## config.mk

```make
export PLATFORM = sky130hd
export DESIGN_NAME = read_serial
export DESIGN_NICKNAME = d
export VERILOG_FILES = /design/src/rtl/serial_pkg.sv /design/src/rtl/baud_tick_gen.sv /design/src/rtl/read_serial.sv
export SDC_FILE = /design/constraint.sdc
export NUM_CORES = 1
export LEC_CHECK = 0
export ABC_AREA = 0
export BUFFER_PORTS_ARGS = -buffer_cell sky130_fd_sc_hd__buf_4
export CORE_UTILIZATION = 35
export CTS_CLUSTER_SIZE = 16
export DETAILED_ROUTE_END_ITERATION = 10
export GPL_TIMING_DRIVEN = 0
export PLACE_DENSITY_LB_ADDON = 0.05
export SLEW_MARGIN = 5
export SYNTH_ARGS = -nofsm -noshare
export SYNTH_HDL_FRONTEND = slang
export SYNTH_HIERARCHICAL = 1
export SYNTH_SLANG_ARGS = --single-unit
```

## constraint.sdc

```tcl
create_clock -name Clk -period 4.54 [get_ports Clk]
set_clock_uncertainty 0.1 [all_clocks]
set_input_delay 0.227 -clock Clk [delete_from_list [all_inputs] [get_ports Clk]]
set_output_delay 0.227 -clock Clk [all_outputs]
set_load 0.02 [all_outputs]
```

## src/rtl/serial_pkg.sv

```systemverilog
// -----------------------------------------------------------------------------
// serial_pkg
// Shared constants and types for the UART transmitter and receiver.
//   - Default baud-rate constants and the derived sample-tick period.
//   - Helper functions for the tick period and for counter widths.
//   - FSM state encoding used by the serial receiver.
// No ports (package).
// -----------------------------------------------------------------------------
package serial_pkg;

    localparam int unsigned DEFAULT_DESIRED_FREQ = 9600;
    localparam int unsigned DEFAULT_BOARD_FREQ   = 100_000_000;
    localparam int unsigned DEFAULT_OVERSAMPLE   = 16;

    // Clock cycles per sample tick for a given board clock, baud rate and oversampling.
    function automatic int unsigned calc_tick_max(input int unsigned board_freq,
                                                  input int unsigned desired_freq,
                                                  input int unsigned oversample);
        return board_freq / (desired_freq * oversample);
    endfunction

    // Width of a counter that must hold 0..n-1 (at least one bit).
    function automatic int unsigned cnt_width(input int unsigned n);
        return (n > 1) ? $clog2(n) : 1;
    endfunction

    localparam int unsigned DEFAULT_TICK_MAX =
        calc_tick_max(DEFAULT_BOARD_FREQ, DEFAULT_DESIRED_FREQ, DEFAULT_OVERSAMPLE);

    typedef enum logic [1:0] {
        ST_IDLE  = 2'd0,
        ST_START = 2'd1,
        ST_DATA  = 2'd2,
        ST_STOP  = 2'd3
    } serial_state_e;

endpackage

```

## src/rtl/baud_tick_gen.sv

```systemverilog
// -----------------------------------------------------------------------------
// baud_tick_gen
// Free-running divider producing a one-cycle Tick every TickMax clocks.
// Ports:
//   Clk   - system clock (rising edge)
//   Rst   - synchronous active-high reset
//   Clear - holds the divider at zero while high (no Tick emitted)
//   Tick  - one-cycle pulse when the divider wraps from TickMax-1 to 0
// -----------------------------------------------------------------------------
module baud_tick_gen
    import serial_pkg::*;
#(
    parameter int unsigned TickMax = DEFAULT_TICK_MAX
) (
    input  logic Clk,
    input  logic Rst,
    input  logic Clear,
    output logic Tick
);

    localparam int unsigned          CNT_W    = cnt_width(TickMax);
    localparam logic [CNT_W-1:0]     CNT_LAST = CNT_W'(TickMax - 1);

    logic [CNT_W-1:0] cnt_q;
    logic [CNT_W-1:0] cnt_d;

    always_comb begin
        cnt_d = cnt_q;
        Tick  = 1'b0;
        if (Clear) begin
            cnt_d = '0;
        end else if (cnt_q == CNT_LAST) begin
            cnt_d = '0;
            Tick  = 1'b1;
        end else begin
            cnt_d = cnt_q + CNT_W'(1);
        end
    end

    always_ff @(posedge Clk) begin
        if (Rst) begin
            cnt_q <= '0;
        end else begin
            cnt_q <= cnt_d;
        end
    end

endmodule

```

## src/rtl/read_serial.sv

```systemverilog
// -----------------------------------------------------------------------------
// read_serial
// 8N1 UART receiver with oversampled mid-bit sampling.
// Ports:
//   Clk          - system clock (rising edge)
//   Rst          - synchronous active-high reset
//   Rx           - asynchronous serial line, idle high
//   ReadEn       - receiver enable; low abandons any frame in progress
//   ByteAck      - consumer acknowledge, clears DataValid
//   readByte     - last correctly framed byte (LSB received first)
//   ByteReady    - one-cycle pulse when readByte is loaded
//   DataValid    - sticky flag: readByte not yet acknowledged
//   FramingError - one-cycle pulse when the stop bit is sampled low
//   Overrun      - one-cycle pulse when an unacknowledged byte is overwritten
// -----------------------------------------------------------------------------
module read_serial
    import serial_pkg::*;
#(
    parameter int unsigned DesiredFreq = DEFAULT_DESIRED_FREQ,
    parameter int unsigned BoardFreq   = DEFAULT_BOARD_FREQ,
    parameter int unsigned Oversample  = DEFAULT_OVERSAMPLE,
    parameter int unsigned TickMax     = calc_tick_max(BoardFreq, DesiredFreq, Oversample)
) (
    input  logic       Clk,
    input  logic       Rst,
    input  logic       Rx,
    input  logic       ReadEn,
    input  logic       ByteAck,
    output logic [7:0] readByte,
    output logic       ByteReady,
    output logic       DataValid,
    output logic       FramingError,
    output logic       Overrun
);

    localparam int unsigned         SAMPLE_W    = cnt_width(Oversample);
    localparam logic [SAMPLE_W-1:0] SAMPLE_MID  = SAMPLE_W'(Oversample / 2 - 1);
    localparam logic [SAMPLE_W-1:0] SAMPLE_LAST = SAMPLE_W'(Oversample - 1);

    logic rx_meta_q;
    logic rx_sync_q;

    serial_state_e       state_q,  state_d;
    logic [SAMPLE_W-1:0] sample_q, sample_d;
    logic [2:0]          bit_q,    bit_d;
    logic [7:0]          shift_q,  shift_d;

    logic [7:0] read_byte_q;
    logic       byte_ready_q;
    logic       data_valid_q;
    logic       framing_err_q;
    logic       overrun_q;

    logic tick;
    logic tick_clear;
    logic latch;
    logic frame_err;

    // The divider restarts from zero on every start-bit detection, so all
    // sample points are referenced to the detected falling edge.
    assign tick_clear = !ReadEn || (state_q == ST_IDLE);

    baud_tick_gen #(
        .TickMax (TickMax)
    ) u_tick_gen (
        .Clk   (Clk),
        .Rst   (Rst),
        .Clear (tick_clear),
        .Tick  (tick)
    );

    always_ff @(posedge Clk) begin
        if (Rst) begin
            rx_meta_q <= 1'b1;
            rx_sync_q <= 1'b1;
        end else begin
            rx_meta_q <= Rx;
            rx_sync_q <= rx_meta_q;
        end
    end

    always_comb begin
        state_d   = state_q;
        sample_d  = sample_q;
        bit_d     = bit_q;
        shift_d   = shift_q;
        latch     = 1'b0;
        frame_err = 1'b0;
        if (!ReadEn) begin
            state_d = ST_IDLE;
        end else begin
            case (state_q)
                ST_IDLE: begin
                    if (!rx_sync_q) begin
                        state_d  = ST_START;
                        sample_d = '0;
                    end
                end
                ST_START: begin
                    if (tick) begin
                        if (sample_q == SAMPLE_MID) begin
                            // Line must still be low mid start bit, else it was a glitch.
                            if (!rx_sync_q) begin
                                state_d  = ST_DATA;
                                sample_d = '0;
                                bit_d    = '0;
                            end else begin
                                state_d = ST_IDLE;
                            end
                        end else begin
                            sample_d = sample_q + SAMPLE_W'(1);
                        end
                    end
                end
                ST_DATA: begin
                    if (tick) begin
                        if (sample_q == SAMPLE_LAST) begin
                            // Shift right so the first bit received ends in bit 0.
                            shift_d  = {rx_sync_q, shift_q[7:1]};
                            sample_d = '0;
                            bit_d    = bit_q + 3'd1;
                            if (bit_q == 3'd7) begin
                                state_d = ST_STOP;
                            end
                        end else begin
                            sample_d = sample_q + SAMPLE_W'(1);
                        end
                    end
                end
                ST_STOP: begin
                    if (tick) begin
                        if (sample_q == SAMPLE_LAST) begin
                            // Leaving at mid stop bit lets a back-to-back start bit be seen.
                            if (rx_sync_q) begin
                                latch = 1'b1;
                            end else begin
                                frame_err = 1'b1;
                            end
                            state_d = ST_IDLE;
                        end else begin
                            sample_d = sample_q + SAMPLE_W'(1);
                        end
                    end
                end
                default: state_d = ST_IDLE;
            endcase
        end
    end

    always_ff @(posedge Clk) begin
        if (Rst) begin
            state_q       <= ST_IDLE;
            sample_q      <= '0;
            bit_q         <= '0;
            shift_q       <= '0;
            read_byte_q   <= 8'h00;
            byte_ready_q  <= 1'b0;
            data_valid_q  <= 1'b0;
            framing_err_q <= 1'b0;
            overrun_q     <= 1'b0;
        end else begin
            state_q       <= state_d;
            sample_q      <= sample_d;
            bit_q         <= bit_d;
            shift_q       <= shift_d;
            byte_ready_q  <= latch;
            framing_err_q <= frame_err;
            // An acknowledge on the latch cycle consumes the old byte, so no overrun.
            overrun_q     <= latch && data_valid_q && !ByteAck;
            if (latch) begin
                read_byte_q  <= shift_q;
                data_valid_q <= 1'b1;
            end else if (ByteAck) begin
                data_valid_q <= 1'b0;
            end
        end
    end

    assign readByte     = read_byte_q;
    assign ByteReady    = byte_ready_q;
    assign DataValid    = data_valid_q;
    assign FramingError = framing_err_q;
    assign Overrun      = overrun_q;

endmodule

```

; ---- Word level (Yosys, flattened, before mapping)
; Index checks and enable logic that the tools add are counted.
[word_totals]
regBits = 41
input_bits = 5
output_inout_bits = 12
elab_cells = 85
[op_classes]
n_addsub = 3
eq_ne = 17
mux = 34
bitwise_logic = 4
n_reduce_logical = 15
[op_table]
columns = operator, count
row1 = $mux W4, 7
row2 = $ne A2 B2 Y1 const B, 10
row3 = $mux W2, 9
row4 = $pmux W4 S4, 1
row5 = $mux W3, 5
row6 = $add A10 B1 Y10 const B, 1
row7 = $eq A10 B10 Y1 const B, 1
row8 = $mux W1, 10
row9 = $pmux W2 S4, 1
row10 = $reduce_and A8 Y1, 1
row11 = $reduce_and A7 Y1, 1
row12 = $pmux W3 S2, 1
row13 = $reduce_and A5 Y1, 1
row14 = $reduce_or A5 Y1, 1
row15 = $add A4 B1 Y4 const B, 1
row16 = $eq A2 B2 Y1 const B, 2
row17 = $eq A4 B3 Y1 const B, 1
row18 = $eq A4 B4 Y1 const B, 1
row19 = $not A1 Y1, 4
row20 = $reduce_and A4 Y1, 1
row21 = $reduce_bool A2 Y1, 2
row22 = $add A3 B1 Y3 const B, 1
row23 = $eq A3 B3 Y1 const B, 1
row24 = $reduce_or A3 Y1, 1
row25 = other kinds (6), 8

; ---- Logic depth before layout (Yosys ltp)
; Gate-level depths: netlist (run 1).
[depth]
word_depth = 8
mapped_depth = 11
depth_no_buf = 9

; ---- By module
; The synthesis (run 1) kept the hierarchy.
[modules_own_cells]
columns = module, instances, cells_per_inst, area_per_inst_um2, seq_area_each_um2
row1 = read_serial, 1, 141, 1390.1, 620.6
row2 = baud_tick_gen, 1, 52, 466.7, 200.2

; ---- Worst setup path after synthesis (run 1)
; Ideal clock, no wire load.
[synth_path]
kind = register to register
from = register u_tick_gen.cnt_q[2]
to = register shift_q[0]
setup_ns = 0.128
arrival_ns = 1.852
t_required_ns = 4.312
path_slack_ns = 2.460
path_stages_with_launch = 10
path_buffers = 2
period_less_slack_ns = 2.080
path_cell_list = dfxtp_1 > nor4b_1 > nand3_1 > nor2_1 > and2_1 > buf_4 > and4_1 > buf_6 > mux2i_1 > nor2_1
[synth_via]
elab_chain_len = 4
[synth_lines]
columns = item, line
row1 = from (decl), baud_tick_gen.sv:24  ; logic [CNT_W-1:0] cnt_q;
row2 = from (signal assigned), baud_tick_gen.sv:44  ; cnt_q <= cnt_d;
row3 = $eq A10 B10 Y1, baud_tick_gen.sv:32  ; end else if (cnt_q == CNT_LAST) begin
row4 = $mux W1, baud_tick_gen.sv:32
row5 = $mux W1, baud_tick_gen.sv:30  ; if (Clear) begin
row6 = via tick, read_serial.sv:54  ; logic tick;
row7 = $reduce_and A4 Y1 (no source line), -
row8 = to (signal assigned), read_serial.sv:165  ; shift_q <= shift_d;
row9 = to (decl), read_serial.sv:46  ; logic [7:0] shift_q, shift_d;
; The timed path passes the listed nets, and every way through them passes these cells.
; A chain may end at the register's enable or synchronous reset.

; ---- Final worst setup path (run 1)
[layout_path]
from = register u_tick_gen.cnt_q[2]
to = register shift_q[5]
; The elaborated chain is that of the path after synthesis.

==> impl_metrics.py, run 1 <==
metrics = {
    "critical_path": {
        "cp.arrival_ns": 2.57,
        "crit_path_max_fanout": 9,
        "startpoint_type": "register",
        "worstSetupPathType": "reg2reg",
        "ff2ff_setup_slack_ns": 2.04,
        "crit_path_end_kind": "register",
        "worst_r2r_endpoint": "shift_q[5]",
        "reg2reg_from": "u_tick_gen/cnt_q[2]",
        "cp.required_ns": 4.61,
        "cp-startpoint": "u_tick_gen/cnt_q[2]",
        "crit_end": "shift_q[5]",
        "reg2regPathDepth": 9,
    },
    "layout": {
        "area_delta_synth_final_pct": 17.4,
        "nFillCells": 531,
        "drive_gt1_share_pct": 23.0,
        "layout_common_cells": "41 x dfxtp_1, 27 x nor2_1, 20 x buf_4, 16 x mux2i_1, 11 x o21ai_0",
        "final_cells": 287,
        "final_common_cell": "dfxtp_1",
        "fin_area_mm2": 0.00218,
        "diodes": 0,
        "nNetsFinal": 226,
    },
    "detailed_routing": {
        "firstDrtPassIters": 4,
        "drt_iter0_drc": 62,
        "wl_per_cell_um": 12.7,
        "wl_um": 3640,
        "viasPerCell": 4.91,
        "antenna_left": 0,
        "route.vias.total": 1408,
        "drcViolationCount": 0,
    },
    "power": {
        "clkPwrFrac_pct": 43.5,
        "intPower_mw": 0.535,
        "p_comb_share_pct": 3.3,
        "p_seq_share_pct": 53.1,
        "power_switching_mw": 0.146,
        "p_per_area_mw_per_mm2": 312,
        "swShare_pct": 21.4,
        "power.leakage_nw": 0.838,
        "peakVddDrop_mv": 0.156,
    },
    "grt": {
        "grt-ovfl-total": 0,
        "grt_pass1_vias": 1352,
        "grt_first_pass_wirelength_um": 6160,
        "grt_max_degree": 15,
        "grt_use_total_pct": 14.5,
        "antenna_found_initial": 0,
    },
    "sta": {
        "fin_crit_ns": 2.50,
        "relSlewSlack_pct": 63.4,
        "rsz0062_at_grt": "false",
        "layout_setup_ws_ns": 2.04,
        "tns_ns": 0,
        "final_hold_viol_count": 0,
        "drv_slew": 0,
        "period_share_pct": 55.0,
        "worst_pin_slew_ns": 0.549,
        "setup_viol_count_final": 0,
        "clock.fmax_mhz": 400,
    },
    "floorplanning": {
        "die_h_um": 74.8,
        "ioPinCount": 17,
        "die_area_mm2": 0.00560,
        "core_area_mm2": 0.00511,
        "row_count": 26,
        "initial_core_util_pct": 36.4,
        "fp.dieW_um": 74.8,
    },
    "cts": {
        "numCtsBuffers": 5,
        "cts_sinks": 41,
        "clock_path_buffers": 2,
        "post_cts_resized": 0,
        "holdBufCountCts": 0,
        "path_clk_slew_ns": 0.08,
        "clkLatencyLatePin_ns": 0.29,
        "htree_num_levels": 2,
        "cts-root-buf": "clkbuf_8",
        "postCtsSetupRepairBufs": 0,
        "cts_tree": "yes",
    },
    "yosys": {
        "async_flop_share_pct": 0,
        "yosysSeqAreaShare_pct": 44.2,
        "yosysWarnings": 6,
        "ys_ff_latch": 41,
        "synth.distinct_cells": 50,
        "ys.flop_type": "dfxtp_1",
        "netlist_instances": 193,
        "synth_area_per_cell_um2": 9.62,
        "synth_edf_count": 0,
        "syn_nets": 203,
        "syn-cell-area_mm2": 0.00186,
    },
    "worst_hold_path": {
        "hold_path_class": "in2reg",
        "min_from": "Rx",
    },
    "place": {
        "dp_slack_ns": 2.09,
        "dpl_cell_area_mm2": 0.00206,
        "port_buffers": 16,
        "routabilityCongestion": 0.742,
        "dp_hpwl_um": 2680,
        "place_inst": 279,
    },
    "outcome": {
        "status": "complete, no violations",
    },
    "job": {
        "cap_viol_max_count": 0,
    },
}
flip-flops by register name, indices dropped and copies added (netlist names), named ones only:
name,flops
u_tick_gen/cnt_q,10
readByte,8
shift_q,8
sample_q,4
bit_q,3
ByteReady,1
DataValid,1
FramingError,1
Overrun,1
rx_meta_q,1
rx_sync_q,1
state_q,1
how the worst min path moves through the flow:
stage,endpoint,depth (start not counted)
after floorplan,rx_meta_q,1
after global placement,rx_sync_q,1
after detailed placement,rx_sync_q,1
after CTS,rx_meta_q,2
after global routing,rx_meta_q,2
final,rx_meta_q,2
power by group through the flow:
stage	Combinational (mW)	Clock (mW)	Sequential, mW
2_1_floorplan	0.0152	0	0.370
3_3_place_gp	0.0224	0	0.370
3_5_place_dp	0.0227	0	0.370
4_1_cts	0.0227	0.309	0.362
5_1_grt	0.0247	0.318	0.362
6_report	0.0227	0.296	0.362
worst max-delay path, cell delays in order, from the launching register on:
cell	delay, ns
dfxtp_1	0.37
nor4b_1	0.44
nand3_1	0.13
nor2_1	0.35
and2_1	0.19
buf_4	0.16
and4_1	0.23
buf_6	0.17
mux2i_1	0.19
nor2_1	0.05
kinds of logic (layout without fill, tap and decap cells):
| kind of cell | count (synthesis) | count (layout) | synth area share [%] |
|---|---|---|---|
| xor gates and xnor gates | 5 | 5 | 2.36 |
| AOI/OAI and AO/OA | 32 | 32 | 11.6 |
| and+or+nand+nor | 75 | 75 | 24.3 |
| adders and majority gates | 5 | 5 | 3.37 |
| DFF | 41 | 41 | 44.2 |
| muxes | 16 | 16 | 8.63 |
| buffers and inverters | 19 | 43 | 5.59 |
metrics by stage:
| stage | util [%] | hold slack (ns) | power, mW |
|---|---|---|---|
| floorplan | - | 0.231 | 0.385 |
| global placement | 40.4 | 0.293 | 0.393 |
| detailed placement | 40.4 | 0.298 | 0.393 |
| CTS | 42.7 | 0.00638 | 0.693 |
| global route | 42.7 | 0.0163 | 0.705 |
| finish | 42.7 | 0.0171 | 0.680 |
final cells by class:
class	count	area, um^2	share of cell area, %
Multi-Input combinational cell	133	932	42.8
Sequential cell	41	821	37.7
Timing Repair Buffer	16	120	5.51
Tap cell	70	87.6	4.02
Buffer	11	73.8	3.39
Clock buffer	5	68.8	3.16
Clock inverter	3	46.3	2.12
Inverter	8	30.0	1.38
cell usage after synthesis, types with 2 or more instances:
library cell   n  area [um^2]
a21oi_1        8         40.0
a221oi_1       2         17.5
and2_1         2         12.5
and4_1         2         17.5
buf_2          2         10.0
buf_4          4         30.0
buf_6          2         22.5
clkbuf_1       3         11.3
dfxtp_1       41          821
ha_1           5         62.6
inv_1          8         30.0
mux2i_1       16          160
nand2_1        3         11.3
nand2b_1       2         12.5
nand3_1        7         35.0
nand4_1        5         31.3
nor2_1        27          101
nor3b_1        2         15.0
nor4b_1        2         17.5
o21ai_0       11         55.1
or2_2          4         25.0
or3_1          3         18.8
or3_2          2         15.0
xnor2_1        3         26.3
xor2_1         2         17.5
routing by layer:
metal  track usage (%)  share of wire (%)  up-vias  wire length (um)
met3              3.75                2.5        4                92
met4              6.92                1.1        0                39
met2              23.3                 48       14              1730
met5                 0                  0        -                 0
li1                  -                  -      729                 -
met1              18.1                 49      661              1770
(Power assumes the default switching activity.)
==> run 2, diff against run 1 <==
Clock period 4.54 ns to 2 ns, I/O delays scaled along.
==> impl_metrics.py, run 2 (synthesis gave the netlist of run 1 again) <==
metrics = {
    "detailed_routing": {
        "drcViolationCount": 0,
        "wl_per_cell_um": 13.1,
        "firstDrtPassIters": 4,
        "antenna_left": 0,
        "route.vias.total": 1497,
        "viasPerCell": 5.01,
        "drt_iter0_drc": 58,
        "wl_um": 3910,
    },
    "cts": {
        "numCtsBuffers": 5,
        "clkLatencyLatePin_ns": 0.29,
        "cts_sinks": 41,
        "htree_num_levels": 2,
        "cts_tree": "yes",
        "cts-root-buf": "clkbuf_8",
        "path_clk_slew_ns": 0.08,
        "clock_path_buffers": 2,
    },
    "layout": {
        "layout_common_cells": "36 x dfxtp_1, 28 x buf_4, 26 x nor2_1, 16 x mux2i_1",
        "area_delta_synth_final_pct": 26.8,
        "drive_gt1_share_pct": 32.8,
        "final_common_cell": "dfxtp_1",
        "diodes": 0,
        "regMostFlops": "u_tick_gen/cnt_q",
        "nNetsFinal": 238,
        "largest_reg_flops": 10,
    },
    "grt": {
        "grt_pass1_vias": 1498,
        "use_met2_pct": 27.2,
        "use_met1_pct": 18.7,
        "busiest_layer": "met2",
        "grt-ovfl-total": 0,
        "grt_max_degree": 15,
        "grt_first_pass_wirelength_um": 6670,
        "antenna_found_initial": 0,
        "grt_use_total_pct": 15.7,
        "grt_util_met3_pct": 4.28,
    },
    "sta": {
        "period_share_pct": 96.0,
        "worst_pin_slew_ns": 0.594,
        "relSlewSlack_pct": 60.4,
        "layout_setup_ws_ns": 0.0804,
        "final_hold_viol_count": 0,
        "fin_crit_ns": 1.92,
        "setup_viol_count_final": 0,
        "drv_slew": 0,
        "clock.fmax_mhz": 521,
        "rsz0062_at_grt": "true",
    },
    "floorplanning": {
        "ioPinCount": 17,
        "initial_core_util_pct": 36.4,
        "die_h_um": 74.8,
        "core_area_mm2": 0.00511,
        "row_count": 26,
        "die_area_mm2": 0.00560,
        "fp.dieW_um": 74.8,
    },
    "power": {
        "p_total_mw": 1.55,
        "p_per_area_mw_per_mm2": 659,
        "intPower_mw": 1.21,
        "power.leakage_nw": 0.912,
        "power_switching_mw": 0.335,
        "p_seq_share_pct": 52.8,
        "swShare_pct": 21.6,
        "clkPwrFrac_pct": 43.5,
        "p_comb_share_pct": 3.7,
        "peakVddDrop_mv": 0.434,
    },
    "place": {
        "port_buffers": 16,
        "dp_slack_ns": -0.280,
        "routabilityCongestion": 0.752,
        "dp_hpwl_um": 2680,
    },
    "critical_path": {
        "ff2ff_setup_slack_ns": 0.08,
        "startpoint_type": "register",
        "crit_path_end_kind": "register",
        "cp.arrival_ns": 1.99,
        "worstSetupPathType": "reg2reg",
        "cp.required_ns": 2.07,
        "crit_path_max_fanout": 5,
    },
    "worst_hold_path": {
        "hold_path_class": "in2reg",
    },
    "job": {
        "cap_viol_max_count": 0,
    },
    "outcome": {
        "status": "complete, no violations",
    },
}
## run 2: changes by cell type in the layout (fill, tap and decap cells not counted), moves of 2 or more
cell and delta:
buf_6 +2, dfxtp_2 +3, dfxtp_1 -5, o21ai_0 -3, o21ai_1 +3, dlygate4sd3_1 +2, buf_4 +8, dfxtp_4 +2
## run 2: per-layer routing
metal | part of all wire [%] | wire length, um | up-vias
met1 | 46 | 1820 | 718
met2 | 49 | 1930 | 16
met4 | 1.5 | 60 | 0
met5 | 0 | 0 | -
li1 | - | - | 755
met3 | 2.6 | 101 | 8
## run 2: through the flow
step	TNS, ns	hold slack (ns)	instances	utilization [%]	area, um^2
after floorplan	0	0.104	193	-	1870
after global placement	-2.96	0.193	279	40.6	2070
after detailed placement	-4.10	0.187	279	40.6	2070
after CTS	-0.00108	0.00396	301	46.1	2350
after global routing	-0.591	0.0330	299	46.1	2350
final	0	0.0195	299	46.1	2350
## run 2: power by group through the flow
stage / registers, mW / logic [mW] / clock network (mW)
floorplan: 0.840 / 0.0345 / 0
global placement: 0.840 / 0.0508 / 0
finish: 0.818 / 0.0574 / 0.675
detailed placement: 0.840 / 0.0519 / 0
global route: 0.819 / 0.0635 / 0.720
CTS: 0.819 / 0.0565 / 0.698
## run 2: layout make-up
type                       instances  area, um^2
clock inverter                     3        46.3
sequential                        41         832
tap                               70        87.6
clock buffer                       5        68.8
fill                             528        2750
timing repair buffer              30         238
multi-input combinational        133         992
inverter                           8        30.0
buffer                             9        58.8
## run 2: repair_timing
action | CTS | global route
hold buffers | 2 | 0
cloned | 1 | 0
setup buffers | 11 | 0
pin swaps | 4 | 8
setup endpoints to repair | 25 | 23
gates resized for setup | 18 | 9
hold endpoints to repair | 2 | 0
## run 2: path summary, 6_finish.rpt
| path | from | to | cells after the start |
|---|---|---|---|
| setup reg to reg | u_tick_gen/cnt_q[6] | readByte[4] | 8 |
| hold reg to reg | rx_meta_q | rx_sync_q | 1 |
| setup / recovery | u_tick_gen/cnt_q[6] | readByte[4] | 8 |
| hold / removal | Rst | sample_q[0] | 3 |
## run 2: critical path, cell delays in order (launching register included)
cell     delay, ns
dfxtp_4       0.37
nor4b_4       0.30
nand3_2       0.13
nor2_4        0.11
and2_4        0.17
nand4_1       0.20
buf_6         0.22
mux2i_1       0.15
nor2_1        0.05
==> run 3, diff against run 2 <==
Settings changed: CORE_ASPECT_RATIO set to 1.5.
==> impl_metrics.py, run 3 (synthesis gave the netlist of run 1 again) <==
metrics = {
    "outcome": {
        "status": "complete, no violations",
    },
    "sta": {
        "fin_crit_ns": 1.95,
        "tns_ns": 0,
        "final_hold_viol_count": 0,
        "layout_setup_ws_ns": 0.0472,
        "drv_slew": 0,
        "period_share_pct": 97.6,
        "clock.fmax_mhz": 512,
        "rsz0062_at_grt": "true",
        "worst_pin_slew_ns": 0.552,
        "relSlewSlack_pct": 63.2,
        "setup_viol_count_final": 0,
    },
    "detailed_routing": {
        "antenna_left": 0,
        "wl_per_cell_um": 13.4,
        "drt_iter0_drc": 42,
        "wl_um": 3970,
        "viasPerCell": 4.97,
        "route.vias.total": 1475,
        "firstDrtPassIters": 4,
        "drcViolationCount": 0,
    },
    "layout": {
        "fin_area_mm2": 0.00235,
        "nFillCells": 524,
        "multi_input_area_mm2": 0.00100,
        "drive_gt1_share_pct": 32.8,
        "nNetsFinal": 239,
        "final_common_cell": "dfxtp_1",
        "regMostFlops": "u_tick_gen/cnt_q",
        "final_cells": 297,
        "seq_area_um2": 832,
        "diodes": 0,
        "layout_common_cells": "36 x dfxtp_1, 32 x buf_4, 26 x nor2_1, 15 x mux2i_1, 9 x o21ai_0",
        "largest_reg_flops": 10,
        "area_delta_synth_final_pct": 26.7,
    },
    "critical_path": {
        "critPathSlowestCell": "dfxtp_2",
        "reg2reg_from": "u_tick_gen/cnt_q[6]",
        "max_stage_delay_ns": 0.35,
        "crit_family": "simple AND/OR/NAND/NOR gates",
        "startpoint_type": "register",
        "crit_path_max_fanout": 5,
        "crit_path_end_kind": "register",
        "cp-startpoint": "u_tick_gen/cnt_q[6]",
        "cp.arrival_ns": 2.01,
        "path_cells": "nor4b_4, nand3_2, nor2_4, buf_4, inv_1, a221oi_1, and3_4, o32ai_2",
        "worstSetupPathType": "reg2reg",
        "cp.required_ns": 2.06,
        "path_buf_inv": 2,
    },
    "place": {
        "routabilityCongestion": 0.798,
        "dp_hpwl_um": 2710,
        "port_buffers": 16,
        "dp_slack_ns": -0.234,
        "place_inst": 277,
        "dpl_cell_area_mm2": 0.00207,
    },
    "cts": {
        "cts_sinks": 41,
        "path_clk_slew_ns": 0.08,
        "cts_tree": "yes",
        "numCtsBuffers": 5,
        "clock_path_buffers": 2,
        "cts-root-buf": "clkbuf_8",
        "clkLatencyLatePin_ns": 0.29,
        "htree_num_levels": 2,
    },
    "floorplanning": {
        "initial_core_util_pct": 36.2,
        "row_count": 32,
        "core_area_mm2": 0.00512,
        "die_h_um": 91.2,
        "fp.dieW_um": 61.5,
        "die_area_mm2": 0.00561,
        "ioPinCount": 17,
    },
    "power": {
        "power.leakage_nw": 0.913,
        "p_total_mw": 1.51,
        "peakVddDrop_mv": 0.426,
        "p_per_area_mw_per_mm2": 641,
    },
    "grt": {
        "grt_use_total_pct": 15.6,
        "antenna_found_initial": 0,
        "grt_pass1_vias": 1462,
        "grt_max_degree": 13,
        "grt-ovfl-total": 0,
        "grt_first_pass_wirelength_um": 6540,
    },
    "worst_hold_path": {
        "min_from": "Rst",
        "hold_path_class": "in2reg",
    },
    "job": {
        "cap_viol_max_count": 0,
    },
}
==> run 3: worst paths after layout <==
path	endpoint	slack [ns]	depth (start not counted)
setup / recovery	sample_q[1]	0.05	8
setup reg to reg	sample_q[1]	0.05	8
hold reg to reg	rx_sync_q	0.31	1
hold / removal	sample_q[0]	0.009	3
==> run 3: routing by layer <==
layer | part of all wire [%] | GRT usage, %
met4 | 1.2 | 6.67
met3 | 2.9 | 3.70
met1 | 42 | 17.2
met5 | 0 | 0
met2 | 54 | 27.1
==> run 3: repair_timing <==
action,4_1_cts,5_1_grt
pin swaps,4,4
gates resized for setup,17,9
endpoints found under the setup margin,23,25
setup buffers,10,3
endpoints found under the hold margin,3,0
cloned,1,0
hold buffers,2,0
==> run 3: layout make-up <==
class	instances	area share [%]
Buffer	8	2.29
Clock buffer	5	2.93
Clock inverter	2	1.49
Inverter	8	1.28
Multi-Input combinational cell	133	42.6
Sequential cell	41	35.4
Tap cell	68	3.62
Timing Repair Buffer	32	10.4
==> run 3: per-stage QoR <==
step | hold slack (ns) | utilization, %
after floorplan | 0.104 | -
final | 0.00856 | 45.9
after CTS | 0.000375 | 45.4
after global routing | 0.0124 | 45.9
after global placement | 0.193 | 40.4
after detailed placement | 0.192 | 40.4
==> run 3: worst min-delay path: stages <==
cell      delay [ns]
buf_4           0.10
nand2b_1        0.09
o22ai_1         0.06
==> run 3: report_power, final <==
group | total, mW | internal (mW) | switching [mW]
Clock | 0.633 | 0.363 | 0.271
Combinational | 0.0562 | 0.0239 | 0.0323
Sequential | 0.818 | 0.817 | 0.00127
